**src/rtl/fetch_stage.sv**
```systemverilog
// ---------------------------------------------------------------------------
// fetch_stage
//   Instruction-fetch stage plus the IF/ID pipeline register of the RV32I
//   5-stage pipeline. It holds the fetch PC (PCF) and talks to instruction
//   memory over a req/gnt/rvalid port. Only one request may be in flight.
//   If a response arrives while decode is stalled, a one-entry skid buffer
//   keeps it until decode can accept it. Cycles with no instruction to
//   deliver load a NOP bubble into IF/ID.
//
// Ports
//   clk, reset     clock; synchronous active-high reset
//   StallF         freeze PCF and block new requests
//   StallD         hold the IF/ID register
//   FlushD         load a bubble into IF/ID
//   PCSrcE         taken branch/jump in EX: redirect to PCTargetE
//   PCTargetE      redirect target (bits [1:0] forced to 0)
//   imem_req       request valid (only in IDLE)
//   imem_addr      request address (always PCF)
//   imem_gnt       request accepted this cycle
//   imem_rvalid    response valid
//   imem_rdata     response instruction word
//   InstrD         instruction presented to decode
//   PCD, PCPlus4D  PC of InstrD and PC+4 (mod 2^32)
//   ValidD         1 = real fetched instruction, 0 = bubble
// ---------------------------------------------------------------------------
module fetch_stage #(
    parameter logic [31:0] RESET_PC  = 32'h0000_0000,
    parameter logic [31:0] NOP_INSTR = 32'h0000_0013
) (
    input  logic        clk,
    input  logic        reset,
    input  logic        StallF,
    input  logic        StallD,
    input  logic        FlushD,
    input  logic        PCSrcE,
    input  logic [31:0] PCTargetE,
    output logic        imem_req,
    output logic [31:0] imem_addr,
    input  logic        imem_gnt,
    input  logic        imem_rvalid,
    input  logic [31:0] imem_rdata,
    output logic [31:0] InstrD,
    output logic [31:0] PCD,
    output logic [31:0] PCPlus4D,
    output logic        ValidD
);

    // IDLE: may issue a request; WAIT: request granted, awaiting data;
    // HOLD: skid buffer full, waiting for decode; DROP: awaiting a response
    // that a redirect has already made obsolete.
    typedef enum logic [1:0] {
        IDLE = 2'd0,
        WAIT = 2'd1,
        HOLD = 2'd2,
        DROP = 2'd3
    } fetchState_t;

    fetchState_t stateReg, stateNext;
    logic [31:0] pcfReg, pcfNext;
    logic [31:0] pcfPlus4;
    logic [31:0] skidInstrReg;
    logic [31:0] skidPcReg;

    logic captureSkid;   // park the arriving response in the skid buffer
    logic deliverMem;    // arriving response goes straight into IF/ID
    logic deliverSkid;   // skid buffer contents go into IF/ID
    logic advancePc;     // the fetched word has been consumed: PCF += 4

    assign pcfPlus4  = pcfReg + 32'd4;
    assign imem_addr = pcfReg;

    always_comb begin
        stateNext   = stateReg;
        imem_req    = 1'b0;
        captureSkid = 1'b0;
        deliverMem  = 1'b0;
        deliverSkid = 1'b0;
        advancePc   = 1'b0;
        case (stateReg)
            IDLE: begin
                imem_req = ~StallF & ~PCSrcE;
                if (imem_req && imem_gnt) begin
                    stateNext = WAIT;
                end
            end
            WAIT: begin
                if (imem_rvalid) begin
                    if (PCSrcE) begin
                        stateNext = IDLE;            // wrong-path word, discard
                    end else if (StallD) begin
                        captureSkid = 1'b1;
                        advancePc   = 1'b1;
                        stateNext   = HOLD;
                    end else begin
                        // A FlushD without a redirect overrides the load, so
                        // the word is consumed but never reaches decode.
                        deliverMem = ~FlushD;
                        advancePc  = 1'b1;
                        stateNext  = IDLE;
                    end
                end else if (PCSrcE) begin
                    stateNext = DROP;
                end
            end
            HOLD: begin
                if (PCSrcE) begin
                    stateNext = IDLE;                // discard skid contents
                end else if (!StallD) begin
                    deliverSkid = 1'b1;
                    stateNext   = IDLE;
                end
            end
            DROP: begin
                if (imem_rvalid) begin
                    stateNext = IDLE;
                end
            end
            default: stateNext = IDLE;
        endcase
    end

    // A redirect beats StallF so a taken branch is never lost to a stall.
    always_comb begin
        pcfNext = pcfReg;
        if (PCSrcE) begin
            pcfNext = {PCTargetE[31:2], 2'b00};
        end else if (StallF) begin
            pcfNext = pcfReg;
        end else if (advancePc) begin
            pcfNext = pcfPlus4;
        end
    end

    always_ff @(posedge clk) begin
        if (reset) begin
            stateReg     <= IDLE;
            pcfReg       <= RESET_PC;
            skidInstrReg <= NOP_INSTR;
            skidPcReg    <= 32'd0;
            InstrD       <= NOP_INSTR;
            PCD          <= 32'd0;
            PCPlus4D     <= 32'd4;
            ValidD       <= 1'b0;
        end else begin
            stateReg <= stateNext;
            pcfReg   <= pcfNext;
            // PCF cannot move while in WAIT without a redirect, so it is
            // still the address of the word being captured.
            if (captureSkid) begin
                skidInstrReg <= imem_rdata;
                skidPcReg    <= pcfReg;
            end
            if (FlushD) begin
                InstrD <= NOP_INSTR;
                ValidD <= 1'b0;
            end else if (StallD) begin
                ValidD <= ValidD;
            end else if (deliverMem) begin
                InstrD   <= imem_rdata;
                PCD      <= pcfReg;
                PCPlus4D <= pcfPlus4;
                ValidD   <= 1'b1;
            end else if (deliverSkid) begin
                InstrD   <= skidInstrReg;
                PCD      <= skidPcReg;
                PCPlus4D <= skidPcReg + 32'd4;
                ValidD   <= 1'b1;
            end else begin
                InstrD <= NOP_INSTR;         // bubble; PCD/PCPlus4D held
                ValidD <= 1'b0;
            end
        end
    end

endmodule
```
**config.mk**
```make
export PLATFORM = sky130hd
export DESIGN_NAME = fetch_stage
export DESIGN_NICKNAME = d
export VERILOG_FILES = /design/src/rtl/fetch_stage.sv
export SDC_FILE = /design/constraint.sdc
export NUM_CORES = 1
export LEC_CHECK = 0
export BUFFER_PORTS_ARGS = -buffer_cell sky130_fd_sc_hd__buf_2
export CORE_UTILIZATION = 49
export CTS_CLUSTER_DIAMETER = 60
export DETAILED_ROUTE_END_ITERATION = 8
export MAX_ROUTING_LAYER = met4
export PLACE_DENSITY_LB_ADDON = 0.08
export SLEW_MARGIN = 20
export SYNTH_ARGS = -nofsm -noshare
export SYNTH_HDL_FRONTEND = slang
export SYNTH_SLANG_ARGS = --single-unit
export TNS_END_PERCENT = 50
```
**constraint.sdc**
```tcl
create_clock -name clk -period 2.35 [get_ports clk]
set_input_delay 0.47 -clock clk [delete_from_list [all_inputs] [get_ports clk]]
set_output_delay 0.47 -clock clk [all_outputs]
set_load 0.01 [all_outputs]
```
==> results of run 1 <==
worst paths after layout:
check,start,endpoint
min,imem_rdata[0],skidInstrReg[0]$_SDFFE_PP1P_
max reg2reg,imem_addr[17]$_SDFFE_PP0P_,imem_addr[31]$_SDFFE_PP0P_
min reg2reg,PCPlus4D[2]$_SDFFE_PP1P_,PCPlus4D[2]$_SDFFE_PP1P_
max,imem_addr[17]$_SDFFE_PP0P_,imem_addr[31]$_SDFFE_PP0P_
cell usage after synthesis, drive strengths merged (4+ instances only):
cell type  number  share of area [%]
nand3b         12                1.0
or4             7               0.59
nand2         238                 10
xor2           31                3.1
a211oi         19                1.6
nor2          102                4.3
mux2i           6               0.68
or3             9               0.64
inv             7               0.30
dfxtp         187                 42
or2             4               0.28
nor3           27                1.5
o211ai          5               0.42
and4            8               0.79
nand3          28                1.8
nor2b           4               0.28
buf            30                1.9
xnor2          27                2.7
nor4           30                2.1
and3            6               0.42
a21oi          81                4.6
a222oi         29                3.3
nand4          24                1.7
a311oi         32                3.2
o31a           13                1.3
o31ai           7               0.59
clkbuf         88                3.7
a31oi           6               0.42
o21ai          26                1.5
cell families (layout without fill, tap and decap cells):
logic type,count (synthesis),in the layout,share of synthesized area (%)
AO/OA/AOI/OAI,239,239,18.8
buffers and inverters,125,317,5.97
AND/OR/NAND/NOR,504,504,26.1
flip-flops,187,187,42.4
multiplexers,6,6,0.680
adder cells (fa/ha/maj),2,2,0.283
other,1,6,0.0424
XOR/XNOR,58,58,5.75
cell usage in the layout, fill, tap and decap left out, types with 3 or more instances in the layout:
cell type	n
nand2_1	236
buf_2	192
dfxtp_1	187
nor2_1	102
a21oi_1	81
buf_4	79
a311oi_1	32
xor2_1	31
nor4_1	29
a222oi_1	29
xnor2_1	27
nand3_1	26
nor3_1	26
o21ai_0	26
nand4_1	24
a211oi_1	19
clkbuf_16	17
o31a_1	13
nand3b_1	12
or3_1	9
and4_1	8
o31ai_1	7
buf_12	7
and3_1	6
inv_1	6
or4_1	6
mux2i_1	6
a31oi_1	6
conb_1	6
o211ai_1	5
inv_8	5
nor2b_1	4
or2_2	4
inv_6	4
o21bai_1	3
a221oi_1	3
o21a_1	3
o22ai_1	3
worst register-to-register path: cells and delay by family, from the launching register on:
family / cells / cell delay, ps
simple gates: 4 / 1560
flops: 1 / 330
compound gates: 1 / 290
flip-flops by register name, indices dropped and copies added (netlist names):
signal / flops
ValidD: 1
skidPcReg: 30
PCD: 30
skidInstrReg: 32
PCPlus4D: 30
imem_addr: 30
InstrD: 32
stateReg: 2
cell type report:
class / instances / area [sq um]
Multi-Input combinational cell: 815 / 4610
Clock inverter: 14 / 150
Fill cell: 1615 / 6530
Sequential cell: 187 / 3740
Tap cell: 225 / 282
Clock buffer: 18 / 439
Timing Repair Buffer: 278 / 1690
Inverter: 7 / 26.3
stage by stage:
step,instance area [sq um],worst slack [ps],cells,power [mW]
6_report,10900,74.6,1544,6.66
5_1_grt,10900,22.1,1544,6.88
4_1_cts,10900,129,1544,6.70
3_5_place_dp,10400,132,1512,3.82
3_3_place_gp,10400,199,1512,3.82
2_1_floorplan,8860,-20.2,1127,3.59
metal layers:
layer	up-vias	wire [microns]	share of wire, %	global-route usage (%)
met4	0	405	1.5	8.40
met5	-	0	0	-
met1	4217	12200	44	40.4
met3	32	2290	8.3	6.38
met2	403	12600	46	46.9
li1	4349	-	-	-
report_power, final:
group | switching, mW | internal, mW | total, mW
sequential | 0.0365 | 3.21 | 3.25
clock | 1.37 | 1.54 | 2.92
combinational | 0.304 | 0.198 | 0.503
==> impl_metrics.ini, run 1 <==
[global_routing]
grt_pass1_wl_mm = 43.0
grt_max_degree = 55
grt_pass1_vias = 8229
grt_use_total_pct = 30.5
grt_overflow = 0
antenna_found_initial = 0

[critical_path]
crit_family = simple AND/OR/NAND/NOR gates
cp_slowest_cell = or4_1
cp_cell_sequence = nand3_1 -> or4_1 -> or3_1 -> or4_1 -> a311oi_1
reg2reg_depth = 5
slowest_delay_ps = 540
worst-endpoint-required_ps = 2680
criticalPathCategory = reg2reg
rrSetupSlack_ps = 70
cp.depth = 5
start_kind = flop
crit_arrival_ps = 2610
path_common_cell = or4_1
cp-end-kind = flop
critical_path_buf_inv_count = 0
crit_path_max_fanout = 2

[clock_network]
clock_path_buffers = 2
cts_tree = yes
insertion_delay_ps = 440
cts_buffers = 17
cts_resized = 0
cts_sinks = 187
cts_root_buf = clkbuf_16
post-cts-setup-buffer-count = 0
ctsHtreeMaxLevel = 4
cts_hold_buf = 0
clk_pin_slew_worst_paths_ps = 70

[die]
die_x_microns = 136
die_h_microns = 136
dieArea_sq_um = 18600
io_pins = 202
core_sq_um = 17500
initial_core_util_pct = 50.6
rows = 48

[layout]
fin_util_pct = 62.7
fin_nets = 1380
area_growth_syn_to_layout_pct = 23.9
layout-drive-gt1-share_pct = 24.6
antennaDiodeCount = 0

[yosys]
synthesis.area_sq_um = 8840
synth_seq_cells = 187
syn_area_per_cell_sq_um = 7.88
synthArstFlopShare_pct = 0
synth_flop_cell = dfxtp_1
synth.distinct_cells = 53
synth_edf_count = 0
synth_cells = 1122
synth_warnings = 0
ys_seq_area_share_pct = 42.4

[sta]
hold_violations = 0
timing.fmax_mhz = 439
rsz0062_at_grt = no
whs_ps = 262
setup_viol = 0
min_period_over_period_pct = 96.8
finClkSkew_ps = 11.6
final_max_slew_viol_count = 0
max_slew.worst_pin.slew_ps = 643
slew-limit-headroom_pct = 56.8
setup_tns_ps = 0
fin_crit_ps = 2280

[routing]
drt_iter0_markers = 859
drc = 0
firstDrtPassIters = 6
drt-vias-per-instance = 5.83
vias = 9001
routed_wl_mm = 27.5
routedWlPerCell_microns = 17.8
ant_nets = 0

[power]
p_per_area_nw_per_um2 = 609
max-vdd-ir-drop_mv = 0.520
cellLeakagePower_nw = 4.14

[placement]
gp_routability_congestion = 0.865
dp_hpwl_mm = 18.7
portBuffers = 193

[min_path]
hp-class = in2reg
hold_path_depth = 3

[flow_run]
maxCapViolCount = 0

[outcome]
outcome = finished, final reports clean
No activity file was read; power rests on OpenSTA's default activity.
==> inputs of run 2 (changes only) <==
- ABC_AREA: not set -> 1
- CORE_UTILIZATION: 49 -> 45
==> impl_metrics.ini, run 2 <==
[outcome]
outcome = finished, final reports clean

[flow_run]
maxCapViolCount = 0

[layout]
fin_nets = 1615
layout_commonest_cell = nand2_1
area_growth_syn_to_layout_pct = 20.9
stdcell_area_sq_um = 11000
layout-drive-gt1-share_pct = 18.3
top_regs = InstrD (32), skidInstrReg (32)
multi_input_area_sq_um = 4590
seqCellArea_sq_um = 3740
fin_util_pct = 56.0
n_fill_cell = 2017
fin_cells = 1823
most-common-layout-cells = nand2_1, buf_2, nor2_1, dfxtp_1, o21ai_0

[yosys]
synth_edf_count = 0
synthesis.area_sq_um = 9100
yosysTopAreaCell = dfxtp_1
synth.most_common_cell = nand2_1
synth_area_leaders = dfxtp_1, nand2_1, nor2_1
synth_cells = 1365
synth_warnings = 0
synth_seq_cells = 187
synthArstFlopShare_pct = 0
synth-simple-area-share_pct = 30.7
synthAdderAreaFrac_pct = 0.275
synth_compound_area_share_pct = 17.2
synth.distinct_cells = 36
synth_common_cells = nand2_1, nor2_1, dfxtp_1, o21ai_0, inv_1
synth_flop_cell = dfxtp_1
synth_top_family_by_area = simple AND/OR/NAND/NOR gates
yosysTopAreaCellShare_pct = 41.2
yosys.area_share.xor_xnor_pct = 2.12
muxShareOfSynthArea_pct = 0
ys_seq_area_share_pct = 41.2
syn_area_per_cell_sq_um = 6.66

[die]
die_h_microns = 144
dieArea_sq_um = 20800
io_pins = 202
die_x_microns = 144
rows = 51
initial_core_util_pct = 46.3
core_sq_um = 19700

[sta]
finClkSkew_ps = 10.0
setup_ws_ps = 269
setup_tns_ps = 0
slew-limit-headroom_pct = 63.0
min_period_over_period_pct = 88.6
rsz0062_at_grt = no
max_slew.worst_pin.slew_ps = 555
fin_crit_ps = 2080
whs_ps = 250
timing.fmax_mhz = 481
setup_viol = 0
final_max_slew_viol_count = 0
hold_violations = 0

[global_routing]
antenna_found_initial = 4
grt_pass1_wl_mm = 44.9
grt_overflow = 0
grt_use_total_pct = 29.1
grt_max_degree = 47
grt_pass1_vias = 8444

[min_path]
hold_end = skidInstrReg[1]$_SDFFE_PP1P_
hp-class = in2reg
holdCritStartpoint = imem_rdata[1]
hold_path_depth = 3

[routing]
routedWlPerCell_microns = 15.9
routed_wl_mm = 29.0
drc = 0
vias = 9390
drt_iter0_markers = 534
drt-vias-per-instance = 5.15
ant_nets = 0
firstDrtPassIters = 5

[clock_network]
post-cts-setup-buffer-count = 0
cts_root_buf = clkbuf_16
cts_buffers = 17
ctsHtreeMaxLevel = 4
insertion_delay_ps = 440
cts_sinks = 187
cts_tree = yes
clock_path_buffers = 2
clk_pin_slew_worst_paths_ps = 80
cts_resized = 0
cts_hold_buf = 0

[critical_path]
criticalPathCategory = reg2reg
reg2reg_depth = 9
worst_r2r_startpoint = imem_addr[4]$_SDFFE_PP0P_
crit_arrival_ps = 2470
worst-endpoint-required_ps = 2730
setup.worst_path.start = imem_addr[4]$_SDFFE_PP0P_
regToRegEndpoint = PCPlus4D[14]$_SDFFE_PP0P_
cp-end-kind = flop
crit_path_max_fanout = 8
rrSetupSlack_ps = 270
start_kind = flop

[power]
switchingPower_mw = 2.30
pwr-share-clk_pct = 40.1
max-vdd-ir-drop_mv = 0.535
p_per_area_nw_per_um2 = 699
cellLeakagePower_nw = 4.70
power.internal_mw = 5.38
p_total_mw = 7.69
combPwrFrac_pct = 14.2
swShare_pct = 29.9
pwr-share-seq_pct = 45.7

[placement]
pre_cts_slack_ps = 167
portBuffers = 193
gp_routability_congestion = 0.944
place_area_sq_um = 10400
dp_cells = 1787
dp_hpwl_mm = 20.7
==> run 2: cell type report <==
cell class | count | share of cell area, %
repair buffers | 233 | 12.0
flip-flops and latches | 187 | 34.0
diodes | 4 | 0.0910
well taps | 265 | 3.02
inverters | 100 | 3.41
clock inverters | 15 | 1.84
multi-input cells | 1002 | 41.8
clock buffers | 17 | 3.87
==> run 2: power by group through the flow <==
stage          registers, mW  logic (mW)  clock network [mW]
2_1_floorplan           3.60       0.653                   0
3_3_place_gp            3.58        1.08                   0
3_5_place_dp            3.58        1.09                   0
4_1_cts                 3.51        1.10                3.11
5_1_grt                 3.54        1.22                3.24
6_report                3.51        1.09                3.08
==> run 2: how the worst max path moves through the flow <==
| stage | end | slack (ps) | depth (start not counted) |
|---|---|---|---|
| after floorplan | imem_req | 650 | 3 |
| after global placement | skidPcReg[28]$_SDFFE_PP0P_ | 210 | 9 |
| after detailed placement | skidPcReg[22]$_SDFFE_PP0P_ | 170 | 9 |
| after CTS | PCPlus4D[14]$_SDFFE_PP0P_ | 300 | 9 |
| after global routing | PCPlus4D[14]$_SDFFE_PP0P_ | 150 | 9 |
| final | PCPlus4D[14]$_SDFFE_PP0P_ | 270 | 9 |
==> run 2: kinds of logic (layout without fill, tap and decap cells) <==
group	Yosys count	after routing
simple gates	691	691
flops	187	187
compound gates	281	281
xor+xnor	22	22
fa+ha+maj	2	2
buf+inv	181	365
other cells	1	10
==> run 2: routing by layer <==
| metal | global-route usage, % | part of all wire, % | wire [microns] | vias up |
|---|---|---|---|---|
| met4 | 8.59 | 1.7 | 484 | 0 |
| li1 | - | - | - | 4782 |
| met5 | - | 0 | 0 | - |
| met1 | 37.0 | 44 | 12900 | 4232 |
| met3 | 5.60 | 7.1 | 2050 | 35 |
| met2 | 46.7 | 47 | 13600 | 341 |
==> run 2: worst max-delay path: stages, from the launching register on <==
cell     delay, ps
dfxtp_1        500
nand2_1        140
nor2_1         200
nand2_1        230
nor2_1         420
xor2_1         240
nand2_1         80
nand3_1        120
nand2_1         60
inv_1           40
==> inputs of run 3 (changes only) <==
- CORE_MARGIN: not set -> 4
==> impl_metrics.ini, run 3 (synthesis results as in run 2) <==
[layout]
fin_util_pct = 55.9
most-common-layout-cells = nand2_1, buf_2, nor2_1, dfxtp_1, o21ai_0
n_fill_cell = 2018
area_growth_syn_to_layout_pct = 20.8
layout_commonest_cell = nand2_1
fin_nets = 1615
top_regs = InstrD (32), skidInstrReg (32)
seqCellArea_sq_um = 3740
multi_input_area_sq_um = 4590
layout-drive-gt1-share_pct = 18.3

[critical_path]
crit_family = simple AND/OR/NAND/NOR gates
crit_arrival_ps = 2510
slowest_delay_ps = 420
cp_slowest_cell = dfxtp_1
cp_cell_sequence = ha_1 -> nand2_1 -> nor2_1 -> nand2_1 -> nor2_1 -> xor2_1 -> nand2_1 -> nand3_1 -> nand2_1 -> inv_1
cp-end-kind = flop
cp.depth = 10
worst-endpoint-required_ps = 2740
start_kind = flop
crit_path_max_fanout = 5
criticalPathCategory = reg2reg
reg2reg_depth = 10
path_common_cell = nand2_1
critical_path_buf_inv_count = 1

[routing]
routedWlPerCell_microns = 16.4
ant_nets = 0
routed_wl_mm = 29.8
vias = 9480
drt-vias-per-instance = 5.20
drt_iter0_markers = 617
drc = 0
firstDrtPassIters = 5

[die]
rows = 51
core_sq_um = 19700
io_pins = 202
die_x_microns = 150
dieArea_sq_um = 22600
die_h_microns = 150
initial_core_util_pct = 46.3

[clock_network]
clock_path_buffers = 2
cts_tree = yes
cts_buffers = 17
cts_resized = 0
ctsHtreeMaxLevel = 4
insertion_delay_ps = 440
clk_pin_slew_worst_paths_ps = 80
cts_root_buf = clkbuf_16
post-cts-setup-buffer-count = 0
cts_sinks = 187
cts_hold_buf = 0

[power]
pwr-share-seq_pct = 46.5
cellLeakagePower_nw = 4.69
combPwrFrac_pct = 14.7
pwr-share-clk_pct = 38.8
power.internal_mw = 5.19
switchingPower_mw = 2.36
max-vdd-ir-drop_mv = 0.493
p_per_area_nw_per_um2 = 688
swShare_pct = 31.2

[min_path]
hp-class = in2reg
hold_path_depth = 3

[sta]
setup_viol = 0
timing.fmax_mhz = 471
hold_violations = 0
slew-limit-headroom_pct = 32.7
setup_tns_ps = 0
finClkSkew_ps = 11.8
whs_ps = 246
rsz0062_at_grt = no
max_slew.worst_pin.slew_ps = 1010
fin_crit_ps = 2120
min_period_over_period_pct = 90.4
final_max_slew_viol_count = 0

[placement]
gp_routability_congestion = 0.911
portBuffers = 193
dp_hpwl_mm = 21.2

[global_routing]
grt_overflow = 0
grt_max_degree = 78
antenna_found_initial = 3
grt_use_total_pct = 26.8
grt_pass1_wl_mm = 46.3
grt_pass1_vias = 8803

[outcome]
outcome = finished, final reports clean

[flow_run]
maxCapViolCount = 0
-- run 3: cell types whose count changed in the layout (fill, tap and decap cells not counted) --
cell	change
inv_8	+3
buf_12	+2
inv_6	-1
buf_4	-2
diode_2	-1
bufinv_16	-2
-- run 3: power groups by stage --
stage | Combinational, mW | Clock [mW] | Sequential [mW]
detailed placement | 1.11 | 0 | 3.58
CTS | 1.11 | 2.97 | 3.51
global placement | 1.09 | 0 | 3.58
finish | 1.11 | 2.93 | 3.51
global route | 1.24 | 3.10 | 3.54
floorplan | 0.653 | 0 | 3.60
-- run 3: worst min-delay path, stage by stage --
cell and delay, ps:
buf_2 90, nand2_1 50, nand3_1 50
-- run 3: final cells by class --
class,count,share of cell area [%]
clock buffer,17,3.87
timing repair buffer,233,12.2
inverter,100,3.42
clock inverter,15,1.53
multi-input combinational,1002,41.8
antenna,3,0.0683
tap,265,3.02
sequential,187,34.1
-- run 3: metal layers --
metal / wire length, microns / track usage (%) / share of wire [%] / vias up
li1: - / - / - / 4771
met1: 12900 / 34.7 / 43 / 4321
met2: 13700 / 42.3 / 46 / 346
met3: 2470 / 5.66 / 8.3 / 42
met4: 693 / 8.51 / 2.3 / 0
met5: 0 / - / 0 / -
-- run 3: final timing paths --
path	startpoint	slack, ps	endpoint
max reg2reg	imem_addr[2]$_SDFFE_PP0P_	230	PCPlus4D[14]$_SDFFE_PP0P_
min reg2reg	PCPlus4D[2]$_SDFFE_PP1P_	460	PCPlus4D[2]$_SDFFE_PP1P_
max	imem_addr[2]$_SDFFE_PP0P_	230	PCPlus4D[14]$_SDFFE_PP0P_
min	imem_rdata[4]	250	skidInstrReg[4]$_SDFFE_PP1P_
-- run 3: metrics by stage --
stage               std cells  power [mW]  area [sq um]  setup slack (ps)
finish                   1822        7.55         11000               225
global route             1822        7.87         11000              78.2
CTS                      1819        7.59         11000               226
detailed placement       1787        4.69         10400               171
global placement         1787        4.67         10400               197
floorplan                1370        4.25          9110               651
